$ cat src/rtl/env_ctrl_pkg.sv
// Shared types for the envelope note controller: FSM states, preset field
// indices and the envelope shape record.
package env_ctrl_pkg;

  localparam int VAL_W_DEF  = 18;
  localparam int TICK_W_DEF = 32;
  localparam int KEY_W_DEF  = 7;

  localparam logic [2:0] FLD_A = 3'd0;
  localparam logic [2:0] FLD_B = 3'd1;
  localparam logic [2:0] FLD_C = 3'd2;
  localparam logic [2:0] FLD_D = 3'd3;
  localparam logic [2:0] FLD_X = 3'd4;
  localparam logic [2:0] FLD_Y = 3'd5;
  localparam logic [2:0] FLD_Z = 3'd6;

  typedef enum logic [2:0] {
    ST_IDLE,
    ST_START,
    ST_ARM,
    ST_HELD,
    ST_STOP,
    ST_REL
  } state_t;

  typedef struct packed {
    logic [VAL_W_DEF-1:0]  a;
    logic [VAL_W_DEF-1:0]  b;
    logic [VAL_W_DEF-1:0]  c;
    logic [VAL_W_DEF-1:0]  d;
    logic [TICK_W_DEF-1:0] x;
    logic [TICK_W_DEF-1:0] y;
    logic [TICK_W_DEF-1:0] z;
  } shape_t;

endpackage

$ cat src/rtl/env_preset_table.sv
// Writable table of envelope shapes: one field-addressed write port and one
// combinational read port returning a whole shape.
module env_preset_table
  import env_ctrl_pkg::*;
#(
  parameter int VAL_W   = VAL_W_DEF,
  parameter int TICK_W  = TICK_W_DEF,
  parameter int NPRESET = 4
) (
  input  logic                       clk,
  input  logic                       rst,
  input  logic                       we,
  input  logic [$clog2(NPRESET)-1:0] waddr,
  input  logic [2:0]                 field,
  input  logic [TICK_W-1:0]          wdata,
  input  logic [$clog2(NPRESET)-1:0] raddr,
  output logic [VAL_W-1:0]           rd_a,
  output logic [VAL_W-1:0]           rd_b,
  output logic [VAL_W-1:0]           rd_c,
  output logic [VAL_W-1:0]           rd_d,
  output logic [TICK_W-1:0]          rd_x,
  output logic [TICK_W-1:0]          rd_y,
  output logic [TICK_W-1:0]          rd_z
);

  logic [VAL_W-1:0]  a_q [NPRESET];
  logic [VAL_W-1:0]  b_q [NPRESET];
  logic [VAL_W-1:0]  c_q [NPRESET];
  logic [VAL_W-1:0]  d_q [NPRESET];
  logic [TICK_W-1:0] x_q [NPRESET];
  logic [TICK_W-1:0] y_q [NPRESET];
  logic [TICK_W-1:0] z_q [NPRESET];

  // Level fields keep only the low VAL_W bits of the write data.
  always_ff @(posedge clk) begin
    if (rst) begin
      for (int i = 0; i < NPRESET; i++) begin
        a_q[i] <= '0;
        b_q[i] <= '0;
        c_q[i] <= '0;
        d_q[i] <= '0;
        x_q[i] <= '0;
        y_q[i] <= '0;
        z_q[i] <= '0;
      end
    end else if (we) begin
      case (field)
        FLD_A:   a_q[waddr] <= wdata[VAL_W-1:0];
        FLD_B:   b_q[waddr] <= wdata[VAL_W-1:0];
        FLD_C:   c_q[waddr] <= wdata[VAL_W-1:0];
        FLD_D:   d_q[waddr] <= wdata[VAL_W-1:0];
        FLD_X:   x_q[waddr] <= wdata;
        FLD_Y:   y_q[waddr] <= wdata;
        FLD_Z:   z_q[waddr] <= wdata;
        default: ;
      endcase
    end
  end

  always_comb begin
    rd_a = a_q[raddr];
    rd_b = b_q[raddr];
    rd_c = c_q[raddr];
    rd_d = d_q[raddr];
    rd_x = x_q[raddr];
    rd_y = y_q[raddr];
    rd_z = z_q[raddr];
  end

endmodule

$ cat src/rtl/envelope_note_controller.sv
// Key-event front end for the envelope generator: last-note priority voice
// control with a one-deep pending press and a frozen shape per note.
module envelope_note_controller
  import env_ctrl_pkg::*;
#(
  parameter int VAL_W   = VAL_W_DEF,
  parameter int TICK_W  = TICK_W_DEF,
  parameter int KEY_W   = KEY_W_DEF,
  parameter int NPRESET = 4
) (
  input  logic                       clk,
  input  logic                       rst,
  input  logic                       key_valid,
  output logic                       key_ready,
  input  logic                       key_down,
  input  logic [KEY_W-1:0]           key_code,
  input  logic [$clog2(NPRESET)-1:0] key_preset,
  input  logic                       cfg_we,
  input  logic [$clog2(NPRESET)-1:0] cfg_addr,
  input  logic [2:0]                 cfg_field,
  input  logic [TICK_W-1:0]          cfg_data,
  output logic                       note_on,
  output logic                       note_off,
  output logic [VAL_W-1:0]           env_a,
  output logic [VAL_W-1:0]           env_b,
  output logic [VAL_W-1:0]           env_c,
  output logic [VAL_W-1:0]           env_d,
  output logic [TICK_W-1:0]          env_x,
  output logic [TICK_W-1:0]          env_y,
  output logic [TICK_W-1:0]          env_z,
  input  logic                       env_busy,
  input  logic                       env_done,
  output logic [KEY_W-1:0]           active_key,
  output logic                       voice_busy
);

  localparam int PW = $clog2(NPRESET);

  state_t           state;
  logic             rel_seen;
  logic             pend_valid;
  logic [KEY_W-1:0] pend_key;
  logic [PW-1:0]    pend_preset;

  logic             pend_valid_nxt;
  logic [KEY_W-1:0] pend_key_nxt;
  logic [PW-1:0]    pend_preset_nxt;

  logic             accept;
  logic             press;
  logic             rel_act;
  logic             rel_pend;
  logic [PW-1:0]    rd_addr;

  logic [VAL_W-1:0]  rd_a, rd_b, rd_c, rd_d;
  logic [TICK_W-1:0] rd_x, rd_y, rd_z;

  env_preset_table #(
    .VAL_W   (VAL_W),
    .TICK_W  (TICK_W),
    .NPRESET (NPRESET)
  ) u_table (
    .clk   (clk),
    .rst   (rst),
    .we    (cfg_we),
    .waddr (cfg_addr),
    .field (cfg_field),
    .wdata (cfg_data),
    .raddr (rd_addr),
    .rd_a  (rd_a),
    .rd_b  (rd_b),
    .rd_c  (rd_c),
    .rd_d  (rd_d),
    .rd_x  (rd_x),
    .rd_y  (rd_y),
    .rd_z  (rd_z)
  );

  // A press cannot be taken in the very cycle the full slot is handed to the voice.
  always_comb begin
    key_ready = !((state == ST_REL) && env_done && pend_valid && key_down);
    accept    = key_valid && key_ready;
    press     = accept && key_down;
    rel_act   = accept && !key_down && (key_code == active_key);
    rel_pend  = accept && !key_down && pend_valid && (key_code == pend_key);

    pend_valid_nxt  = pend_valid;
    pend_key_nxt    = pend_key;
    pend_preset_nxt = pend_preset;
    if (state != ST_IDLE) begin
      if (press) begin
        pend_valid_nxt  = 1'b1;
        pend_key_nxt    = key_code;
        pend_preset_nxt = key_preset;
      end else if (rel_pend) begin
        pend_valid_nxt = 1'b0;
      end
    end

    rd_addr    = (state == ST_REL) ? pend_preset_nxt : key_preset;
    voice_busy = (state != ST_IDLE);
  end

  always_ff @(posedge clk) begin
    if (rst) begin
      state       <= ST_IDLE;
      note_on     <= 1'b0;
      note_off    <= 1'b0;
      rel_seen    <= 1'b0;
      pend_valid  <= 1'b0;
      pend_key    <= '0;
      pend_preset <= '0;
      active_key  <= '0;
      env_a       <= '0;
      env_b       <= '0;
      env_c       <= '0;
      env_d       <= '0;
      env_x       <= '0;
      env_y       <= '0;
      env_z       <= '0;
    end else begin
      note_on     <= 1'b0;
      note_off    <= 1'b0;
      pend_valid  <= pend_valid_nxt;
      pend_key    <= pend_key_nxt;
      pend_preset <= pend_preset_nxt;
      case (state)
        ST_IDLE: begin
          if (press) begin
            env_a      <= rd_a;
            env_b      <= rd_b;
            env_c      <= rd_c;
            env_d      <= rd_d;
            env_x      <= rd_x;
            env_y      <= rd_y;
            env_z      <= rd_z;
            active_key <= key_code;
            rel_seen   <= 1'b0;
            note_on    <= 1'b1;
            state      <= ST_START;
          end
        end
        ST_START: begin
          if (rel_act) rel_seen <= 1'b1;
          state <= ST_ARM;
        end
        ST_ARM: begin
          if (rel_act) rel_seen <= 1'b1;
          if (env_busy) state <= ST_HELD;
        end
        // An early release or a queued press ends the note as soon as it is held.
        ST_HELD: begin
          if (rel_seen || pend_valid || press || rel_act) begin
            rel_seen <= 1'b0;
            note_off <= 1'b1;
            state    <= ST_STOP;
          end
        end
        ST_STOP: begin
          state <= ST_REL;
        end
        ST_REL: begin
          if (env_done) begin
            if (pend_valid_nxt) begin
              env_a      <= rd_a;
              env_b      <= rd_b;
              env_c      <= rd_c;
              env_d      <= rd_d;
              env_x      <= rd_x;
              env_y      <= rd_y;
              env_z      <= rd_z;
              active_key <= pend_key_nxt;
              pend_valid <= 1'b0;
              rel_seen   <= 1'b0;
              note_on    <= 1'b1;
              state      <= ST_START;
            end else begin
              state <= ST_IDLE;
            end
          end
        end
        default: state <= ST_IDLE;
      endcase
    end
  end

endmodule

$ cat config.mk
export PLATFORM = sky130hd
export DESIGN_NAME = envelope_note_controller
export DESIGN_NICKNAME = d
export VERILOG_FILES = /design/src/rtl/env_ctrl_pkg.sv /design/src/rtl/env_preset_table.sv /design/src/rtl/envelope_note_controller.sv
export SDC_FILE = /design/constraint.sdc
export NUM_CORES = 1
export LEC_CHECK = 0
export CORE_AREA = 10 10 255 257
export DETAILED_ROUTE_END_ITERATION = 8
export DIE_AREA = 0 0 265 267
export GPL_ROUTABILITY_DRIVEN = 1
export HOLD_SLACK_MARGIN = 0.02
export PLACE_DENSITY = 0.87
export SYNTH_ARGS = -nofsm -noshare
export SYNTH_HDL_FRONTEND = slang
export SYNTH_SLANG_ARGS = --single-unit
$ cat constraint.sdc
create_clock -name clk -period 7.1 [get_ports clk]
set_clock_uncertainty 0.15 [all_clocks]
set_input_delay 1.065 -clock clk [delete_from_list [all_inputs] [get_ports clk]]
set_output_delay 1.065 -clock clk [all_outputs]
set_load 0.02 [all_outputs]
---- Word-level counts from Yosys, hierarchy flattened ----
Memories as Yosys holds them, arrays and structs flattened.
Cells that the tools add are included.
storage, ports and cells
  output and inout bits ................... 179
  memories ................................ 7
  memory bits (writable) .................. 672
  register bits after elaboration ......... 191
operators by class
  equality and inequality tests ........... 19
  reduce and logical (&&, ||, !) cells .... 31
  mux-type cells .......................... 110
  bitwise gates (word level) .............. 1
memory list
  memory       words  width  read ports  clocked after Yosys merged registers in  write ports  RTL line                source
  u_table.x_q  4      32     1           0                                        4            env_preset_table.sv:30  logic [TICK_W-1:0] x_q [NPRESET];
  u_table.y_q  4      32     1           0                                        4            env_preset_table.sv:31  logic [TICK_W-1:0] y_q [NPRESET];
  u_table.z_q  4      32     1           0                                        4            env_preset_table.sv:32  logic [TICK_W-1:0] z_q [NPRESET];
  u_table.a_q  4      18     1           0                                        4            env_preset_table.sv:26  logic [VAL_W-1:0] a_q [NPRESET];
  u_table.b_q  4      18     1           0                                        4            env_preset_table.sv:27  logic [VAL_W-1:0] b_q [NPRESET];
  u_table.c_q  4      18     1           0                                        4            env_preset_table.sv:28  logic [VAL_W-1:0] c_q [NPRESET];
  +1 memories  --     --     --          --                                       --           --
operators by type and width
  operator                                                          number
  32-bit two-way mux                                                12
  18-bit two-way mux                                                16
  32-bit case mux with 2 select lines                               3
  18-bit case mux with 2 select lines                               4
  32-bit OR reduction                                               3
  18-bit OR reduction                                               4
  1-bit two-way mux                                                 52
  7-bit two-way mux                                                 5
  2-bit two-way mux                                                 10
  3-bit case mux with 6 select lines                                1
  3-bit == test (second input constant)                             5
  7-bit == test                                                     2
  7-bit case mux with 2 select lines                                1
  3-bit by 2-bit == test with 1-bit output (second input constant)  4
  3-bit two-way mux                                                 4
  2-bit inequality test (second input constant)                     5
  1-bit logical AND                                                 9
  4-bit AND reduction                                               2
  3-bit by 1-bit == test with 1-bit output (second input constant)  2
  3-bit logical NOT                                                 2
  6-bit AND reduction                                               1
  1-bit case mux with 4 select lines                                1
  4-bit nonzero test                                                1
  2-bit OR reduction                                                2
  7 further kinds                                                   10

---- Logic depth before layout (Yosys ltp) ----
Gate-level depths: netlist (run 1).
  word-level depth ........................ 15
  mapped depth ............................ 10

---- Modules after synthesis ----
A second synthesis (run 1) with hierarchy kept.
unflattened totals
  cells, all modules ...................... 2614
  area, all modules ....................... 37694.9 sq um
by module, submodules not included
  module                    cells each  area each (sq um)  instances
  env_preset_table          1926        30387.9            1
  envelope_note_controller  688         7307.0             1

---- Worst setup path after synthesis (run 1) ----
Ideal clock, no wire load.
  kind .................................... input-to-reg
  start ................................... in cfg_we
  end ..................................... mem u_table.y_q[3][0] in the netlist's numbering (enable)
  cell stages on the path ................. 4
  arrival ................................. 3.105 ns
  buffers on the path ..................... 1
  setup slack ............................. 3.417 ns
  path through ............................ and2_1 -> clkbuf_1 -> nand3_1 -> o21bai_1
RTL lines
  what             RTL line                        source
  start, declared  envelope_note_controller.sv:18  input logic cfg_we,
  end, declared    env_preset_table.sv:31

---- Worst setup path in the final report (run 1) ----
  start ................................... in key_valid
  end ..................................... reg env_c[9]
on the way
  word-level cells in the longest chain between the ends .. 9
  elaborated cells between the ends (all ways) .. 19
  classes of those cells .................. eq/ne (2); mux (10); reduce/logical (6); memory (1)
ends and longest elaborated chain
  what                                                                        RTL line                                                         source
  start, declared                                                             envelope_note_controller.sv:13                                   input logic key_valid,
  1-bit logical AND *                                                         envelope_note_controller.sv:82                                   accept = key_valid && key_ready;
  1-bit logical AND (on tied branches)                                        envelope_note_controller.sv:83, envelope_note_controller.sv:85
  2-bit two-way mux or 1-bit logical AND (tied branches)                      envelope_note_controller.sv:91, envelope_note_controller.sv:85
  2-bit two-way mux or 1-bit logical AND (tied branches)                      envelope_note_controller.sv:90, envelope_note_controller.sv:85
  2-bit two-way mux or 1-bit two-way mux (tied branches)                      envelope_note_controller.sv:100, envelope_note_controller.sv:95
  memory read 4 x 18 bit or 1-bit two-way mux (tied branches)                 --
  18-bit two-way mux or 1-bit two-way mux (tied branches)                     envelope_note_controller.sv:164, envelope_note_controller.sv:90
  18-bit two-way mux or 2-bit inequality test (tied branches)                 --
  18-bit case mux with 2 select lines or 4-bit AND reduction (tied branches)  --
  end signal, assigned                                                        envelope_note_controller.sv:132                                  env_c <= rd_c;
  end signal, assigned                                                        envelope_note_controller.sv:167                                  env_c <= rd_c;
  end, declared                                                               envelope_note_controller.sv:26                                   output logic [VAL_W-1:0] env_c,
Every way passes the cells marked *; elsewhere a longest branch is shown, timed or not. The select of a mux whose other input is x is not followed.
A chain may end at the register's enable or synchronous reset.

==> results of run 1 <==
per-layer routing:
layer / track usage / up-vias / wire, µm
met3: 0.0735 / 290 / 13800
met4: 0.128 / 6 / 3810
li1: - / 11300 / -
met1: 0.373 / 13200 / 38000
met2: 0.467 / 1915 / 50300
met5: 0 / - / 40
worst max-delay path by stage:
| stage | endpoint | slack (ns) |
|---|---|---|
| 2_1_floorplan | u_table.y_q[3][0] | 3.42 |
| 3_3_place_gp | env_x[15] | 2.32 |
| 3_5_place_dp | env_x[6] | 2.19 |
| 4_1_cts | env_x[6] | 2.85 |
| 5_1_grt | env_c[9] | 2.58 |
| 6_report | env_c[9] | 2.75 |
registers in the layout, indices dropped and copies added (netlist names):
name	cells
env_z	32
active_key	7
pend_preset	2
pend_valid	1
u_table.b_q	72
u_table.c_q	72
u_table.a_q	72
env_c	18
env_x	32
u_table.x_q	128
env_b	18
env_y	32
u_table.y_q	128
pend_key	7
env_d	18
rel_seen	1
note_off	1
note_on	1
u_table.z_q	128
u_table.d_q	72
state	3
env_a	18
logic make-up after synthesis:
logic type	count (synthesis)	synth area share
AO/OA/AOI/OAI	556	0.126
XOR/XNOR	14	0.00323
buffers and inverters	484	0.0515
flip-flops	863	0.632
AND/OR/NAND/NOR	1129	0.183
multiplexers	18	0.00497
worst max-delay path, cell delays in order:
cell and delay (ns):
clkdlybuf4s50_1 0.48, and2_1 0.26, a21o_1 0.45, nor4_4 0.85, or3_4 0.72, buf_12 0.53, o32ai_1 0.21
stage by stage:
stage	util	instance area, µm²	setup slack [ns]	hold WS [ns]
2_1_floorplan	-	38000	3.42	0.310
3_3_place_gp	0.678	40600	2.32	0.293
3_5_place_dp	0.678	40600	2.19	0.297
4_1_cts	0.723	43300	2.85	0.308
5_1_grt	0.723	43300	2.58	0.325
6_report	0.723	43300	2.75	0.307
layout by cell type (no fill, tap or decap), drive strengths merged, types with 2 or more instances in the layout:
cell,n
and3,51
nand2,12
nand4,2
nand2b,11
a21o,9
xor2,6
bufinv,5
a21oi,11
nor2b,340
edfxtp,672
xnor2,8
nor2,43
and2,625
nand3,6
or2,18
a41o,2
nand3b,2
clkinv,28
o32ai,168
or4,2
a221oi,336
buf,63
mux2i,17
clkbuf,117
a31oi,2
inv,176
nor3,7
dfxtp,191
o21ai,10
diode,3
o21bai,6
clkdlybuf4s50,230
or3,8
power groups by stage:
stage | sequential [mW] | combinational, mW | clock (mW)
floorplan | 6.00 | 0.536 | 0
global placement | 5.96 | 1.02 | 0
detailed placement | 5.97 | 1.05 | 0
CTS | 5.87 | 1.06 | 4.40
global route | 5.90 | 1.13 | 4.59
finish | 5.88 | 1.08 | 4.39
layout make-up:
cell class,instances,area share
Antenna cell,3,0.000173
Clock buffer,117,0.0542
Clock inverter,38,0.00794
Inverter,172,0.0149
Multi-Input combinational cell,1717,0.280
Sequential cell,863,0.554
Tap cell,782,0.0226
Timing Repair Buffer,293,0.0666
==> results by group, run 1 <==
Outcome
  • Status: completed

Cells and area
  • Final non-filler cell total: roughly 4000
  • Fillers: approximately 3600
  • Share of layout cells above drive strength 1: 0.0688
  • Final Net Count: approximately 3200
  • Storage element area: 24000 µm²
  • Area Growth Syn to Fin: 14.1%
  • Area occupied by multi-input gates: approximately 12000 µm²

Logic synthesis
  • Synth top area cells: edfxtp_1 (53%), and2_1 (10%), dfxtp_1 (10%), a221oi_1 (7.7%), nor2b_1 (5.6%)
  • Syn avg cell area: about 12 µm²
  • Syn. warnings: 0
  • Seq cells post-synth: 863
  • Most frequent cell after synthesis: edfxtp_1
  • Post-synth cell types: 50
  • Async set-reset flop share out of synthesis: 0
  • Yosys top cell by area: edfxtp_1
  • Main synth FF type: edfxtp_1
  • Post-Syn Nets: between 3000 and 4000
  • Mapped Area: 38000 µm²
  • Seq/Total Area, Yosys: 0.632
  • Post-synth EDFFs: ~670
  • Synth top area share: 0.531
  • Post-synth top cells: edfxtp_1 (672), and2_1 (625), nor2b_1 (340)
  • Mapped Cells: between 3000 and 4000

Setup path
  • Reg2reg end: env_c[9]
  • Crit path launch: key_valid
  • Reg2reg start: state[0]
  • Crit path DAT: about 4.6 ns
  • Worst Path Max Fanout: 104
  • R2R depth: 6
  • Critical Path Start Type: input pin
  • Critical path class: input pin to register
  • Worst path required time: between 7 and 8 ns
  • FF-to-FF setup slack: around 3.1 ns
  • CP Capture Type: register

Min path
  • Worst hold path depth: 2
  • HP Class: register to register
  • Worst Hold End: env_x[22]
  • Hold_sp: env_x[22]

Clock tree
  • CTS buffer count: 83
  • Deepest clock path buffer count: 3
  • Clk_lat worst skew: 0.62 ns
  • CTS sink count: 863
  • Post-CTS setup buffer count: 0
  • CTS H-tree lvls: 3
  • Root Buffer: clkbuf_16
  • Hold Buf Count CTS: 0
  • Clock transition at the registers of the reported paths: about 0.06 ns
  • CTS tree: done
  • Number of gates resized after CTS: 0

Timing
  • Setup violators final: 0
  • Final hold violations: 0
  • Slew Viols, Final: 0
  • Maximum clock rate: between 200 and 250 MHz
  • Relative slew margins: 0.0717
  • RSZ-0062 raised after global routing: false
  • Worst slew pin tran: between 1 and 1.5 ns
  • Setup_tns: 0 ns
  • Fin crit share: 0.612
  • Fin crit period: 4.35 ns

Global routing
  • Initial antenna violation count: 9
  • First-pass GRT wire length: ~160000 µm
  • Largest net degree at the start of global routing: 220
  • GR Util All Layers: 0.292
  • Vias in the first global route: roughly 27000
  • Remaining Overflow, GRT: 0

Route
  • Initial DRC Count: roughly 3800
  • Via count: between 20000 and 30000
  • Vias/cell: 6.71
  • DRC viols: 0
  • Wirelength per Cell: between 20 and 30 µm
  • ANT nets after route: 0
  • Wirelength, routed: 106000 µm
  • First-pass DRT Iterations: 6

Power
  • Max VDD drop: 0.226 mV
  • Flop pwr share: 0.518
  • P_int: 8.63 mW
  • Logic pwr share: 0.095
  • Sw power: 2.72 mW
  • Leak: 15.0 nW
  • Clock share of power: 0.387
  • Tot Pwr: around 11 mW
  • Switching share of total power: 0.240
  • Power per standard cell area: 262 nW/µm²

Floorplan
  • Core Area: 59900 µm²
  • Initial core utilization: 0.634
  • Ports: 232
  • Row count: 90
  • Die area: a little over 70000 µm²
  • Die width: 265 µm
  • Die Y: between 200 and 300 µm

Placement
  • Final estimated routing congestion in global placement: 0.867
  • IO Port Bufs: ~230
  • DP Wirelength: approximately 58000 µm
  • Dpl cells: 3827

Flow run
  • Max-cap viol count: 0
(Power assumes the default switching activity.)
==> run 2: changes to the inputs <==
Settings changed: CORE_AREA 10 10 255 257 to 10 10 277 279, DIE_AREA 0 0 265 267 to 0 0 287 289, PLACE_DENSITY 0.87 to 0.79.
Clock period 7.1 ns to 3.65 ns, I/O delays scaled along.
==> run 2 against run 1 <==
  * Routed wire length is 0.43% lower
  * Via count is 1.9% lower
  * Clock power is 100% higher
  * Cell area is 2.6% higher
  * First-iteration DRC count is 22% lower
  * Global-route usage is 4.5 points lower
  * Combinational power is 99% higher
  * Worst hold slack better by 0.0056 ns
  * Critical path depth stayed put
  * Clock-buffer cell count is 4 higher
==> results by group, run 2 (synthesis gave the netlist of run 1 again) <==
Outcome
  • Status: completed

Clock tree
  • Number of gates resized after CTS: 0 (unchanged)
  • Hold Buf Count CTS: 0 (unchanged)
  • Root Buffer: clkbuf_16
  • CTS tree: done
  • Clk_lat worst skew: 0.66 ns (+0.04 ns)
  • CTS buffer count: 88 (+6.0%)
  • CTS sink count: 863 (unchanged)
  • Clock transition at the registers of the reported paths: 0.06 ns (about the same)
  • Deepest clock path buffer count: 3 (unchanged)
  • CTS H-tree lvls: 3 (unchanged)
  • Post-CTS setup buffer count: 0 (unchanged)

Placement
  • DP Wirelength: 61100 µm (+6.0%)
  • IO Port Bufs: 231 (unchanged)
  • Worst slack, placed: 0.160 ns (-2.03 ns)
  • Placement Cell Area: 41600 µm² (+2.4%)
  • Dpl cells: 4052 (+5.9%)
  • Final estimated routing congestion in global placement: 0.884 (+2.0%)

Setup path
  • CP top delay family: compound AO/OA/AOI/OAI gates
  • Crit path DAT: 3.36 ns (-1.28 ns)
  • Buf/Inv on CP: 2 (unchanged)
  • CP Capture Type: register
  • Crit path cell chain: nand3b_1, a21o_1, a21o_4, buf_12, buf_12, a221oi_1, o32ai_1
  • Slowest stage delay, CP: 0.62 ns (-0.23 ns)
  • Worst Path Max Fanout: 36 (-65%)
  • Reg2reg end: env_x[4]
  • CP Capture Point: env_x[4]
  • Most used cell, CP: buf_12
  • CP Depth: 7 (unchanged)
  • R2R depth: 7 (+1)
  • FF-to-FF setup slack: 0.66 ns (-2.39 ns)
  • Reg2reg start: state[1]
  • Slowest CP cell: dfxtp_1
  • Critical Path Start Type: register
  • Crit path launch: state[1]
  • Critical path class: register to register
  • Worst path required time: 4.03 ns (-3.36 ns)

Route
  • Wirelength per Cell: 25.0 µm (-6.0%)
  • Initial DRC Count: 2968 (-22%)
  • First-pass DRT Iterations: 6 (unchanged)
  • ANT nets after route: 0 (unchanged)
  • Via count: 26200 (-1.9%)
  • Wirelength, routed: 105000 µm (-0.43%)
  • DRC viols: 0 (unchanged)
  • Vias/cell: 6.22 (-7.4%)

Cells and area
  • Share of layout cells above drive strength 1: 0.0885 (+0.0197)
  • Largest regs: u_table.x_q: 128 flops, u_table.y_q: 128 flops, u_table.z_q: 128 flops
  • Finished layout cell area: 44400 µm² (+2.6%)
  • Leading cell type in the layout, fill and taps excluded: edfxtp_1
  • Final non-filler cell total: 4219 (+5.9%)
  • Fillers: 5168 (+42%)
  • Most frequent cells in the layout: edfxtp_1 (672), and2_1 (625), nor2b_1 (340)
  • Core Util, Final: 0.625 (-0.0982)
  • Final Net Count: 3245 (+1.9%)
  • Area Growth Syn to Fin: 17.0%

Timing
  • Worst slew pin tran: 1.25 ns (-0.134 ns)
  • Fin crit period: roughly 3 ns
  • Maximum clock rate: ~330 MHz
  • WHS: 0.312 ns (+0.00560 ns)
  • Fin crit share: 0.819
  • PnR worst setup slack: 0.662 ns (-2.09 ns)
  • Final hold violations: 0 (unchanged)
  • Slew Viols, Final: 0 (unchanged)
  • Setup_tns: 0 ns (unchanged)
  • RSZ-0062 raised after global routing: false
  • Setup violators final: 0 (unchanged)
  • Relative slew margins: 0.162 (+0.0903)

Floorplan
  • Ports: 232 (unchanged)
  • Initial core utilization: 0.534 (-0.0999)
  • Die area: 82900 µm² (+17%)
  • Core Area: 71100 µm² (+19%)
  • Die Y: 289 µm (+8.2%)
  • Die width: 287 µm (+8.3%)
  • Row count: 98 (+8.9%)

Power
  • Max VDD drop: 0.349 mV (+55%)
  • Tot Pwr: 22.5 mW (+98%)
  • Leak: 15.5 nW (+3.1%)
  • Power per standard cell area: 506 nW/µm² (+93%)

Min path
  • Hold_sp: env_x[16]
  • HP Class: register to register

Global routing
  • Remaining Overflow, GRT: 0 (unchanged)
  • Largest net degree at the start of global routing: 135 (-39%)
  • Met1 GRT Util: 0.313 (-0.0603)
  • GR Util All Layers: 0.247 (-0.0451)
  • First-pass GRT wire length: 158000 µm (-0.99%)
  • Routing usage on met3: 0.0572 (-0.0163)
  • Vias in the first global route: 26900 (-1.2%)
  • Initial antenna violation count: 10 (+1)
  • Layer with the highest usage: met2
  • M2 GR Usage: 0.402 (-0.0644)

Flow run
  • Max-cap viol count: 0 (unchanged)
run 2: cell types whose count changed in the layout (fill, tap and decap cells not counted), sizes merged:
cell | before | now
inv | 176 | 175
clkinv | 28 | 33
clkdlybuf4s50 | 230 | 227
clkbuf | 117 | 121
buf | 63 | 123
clkinvlp | 1 | 2
run 2: per-layer routing:
layer | routed length (µm) | vias to the layer above
met5 | 114 | -
met2 | 51100 | 1377
met1 | 40200 | 13100
met3 | 10200 | 228
li1 | - | 11500
met4 | 3810 | 14
run 2: cell type report:
type                    instances  area, µm²  area share
clock buffers                 121       2470      0.0555
inverters                     172        646      0.0145
clock inverters                43        388     0.00873
repair buffers                350       3620      0.0815
diodes                          3       7.51    0.000169
flip-flops and latches        863      24000       0.540
well taps                     950       1190      0.0267
multi-input cells            1717      12100       0.273
run 2: power breakdown:
group | switching, mW | internal (mW)
registers | 0.279 | 11.2
clock network | 3.81 | 5.10
logic | 1.32 | 0.829
run 2: how the worst min path moves through the flow:
stage	endpoint	slack, ns	cells after the start
floorplan	pend_preset[1]	0.31	2
global placement	env_z[8]	0.29	2
detailed placement	env_b[14]	0.30	2
CTS	env_b[14]	0.31	2
global route	env_x[21]	0.33	2
finish	env_x[16]	0.31	2
run 2: worst min-delay path: stages, from the launching register on:
cell	delay (ns)
dfxtp_1	0.31
inv_1	0.05
o32ai_1	0.05
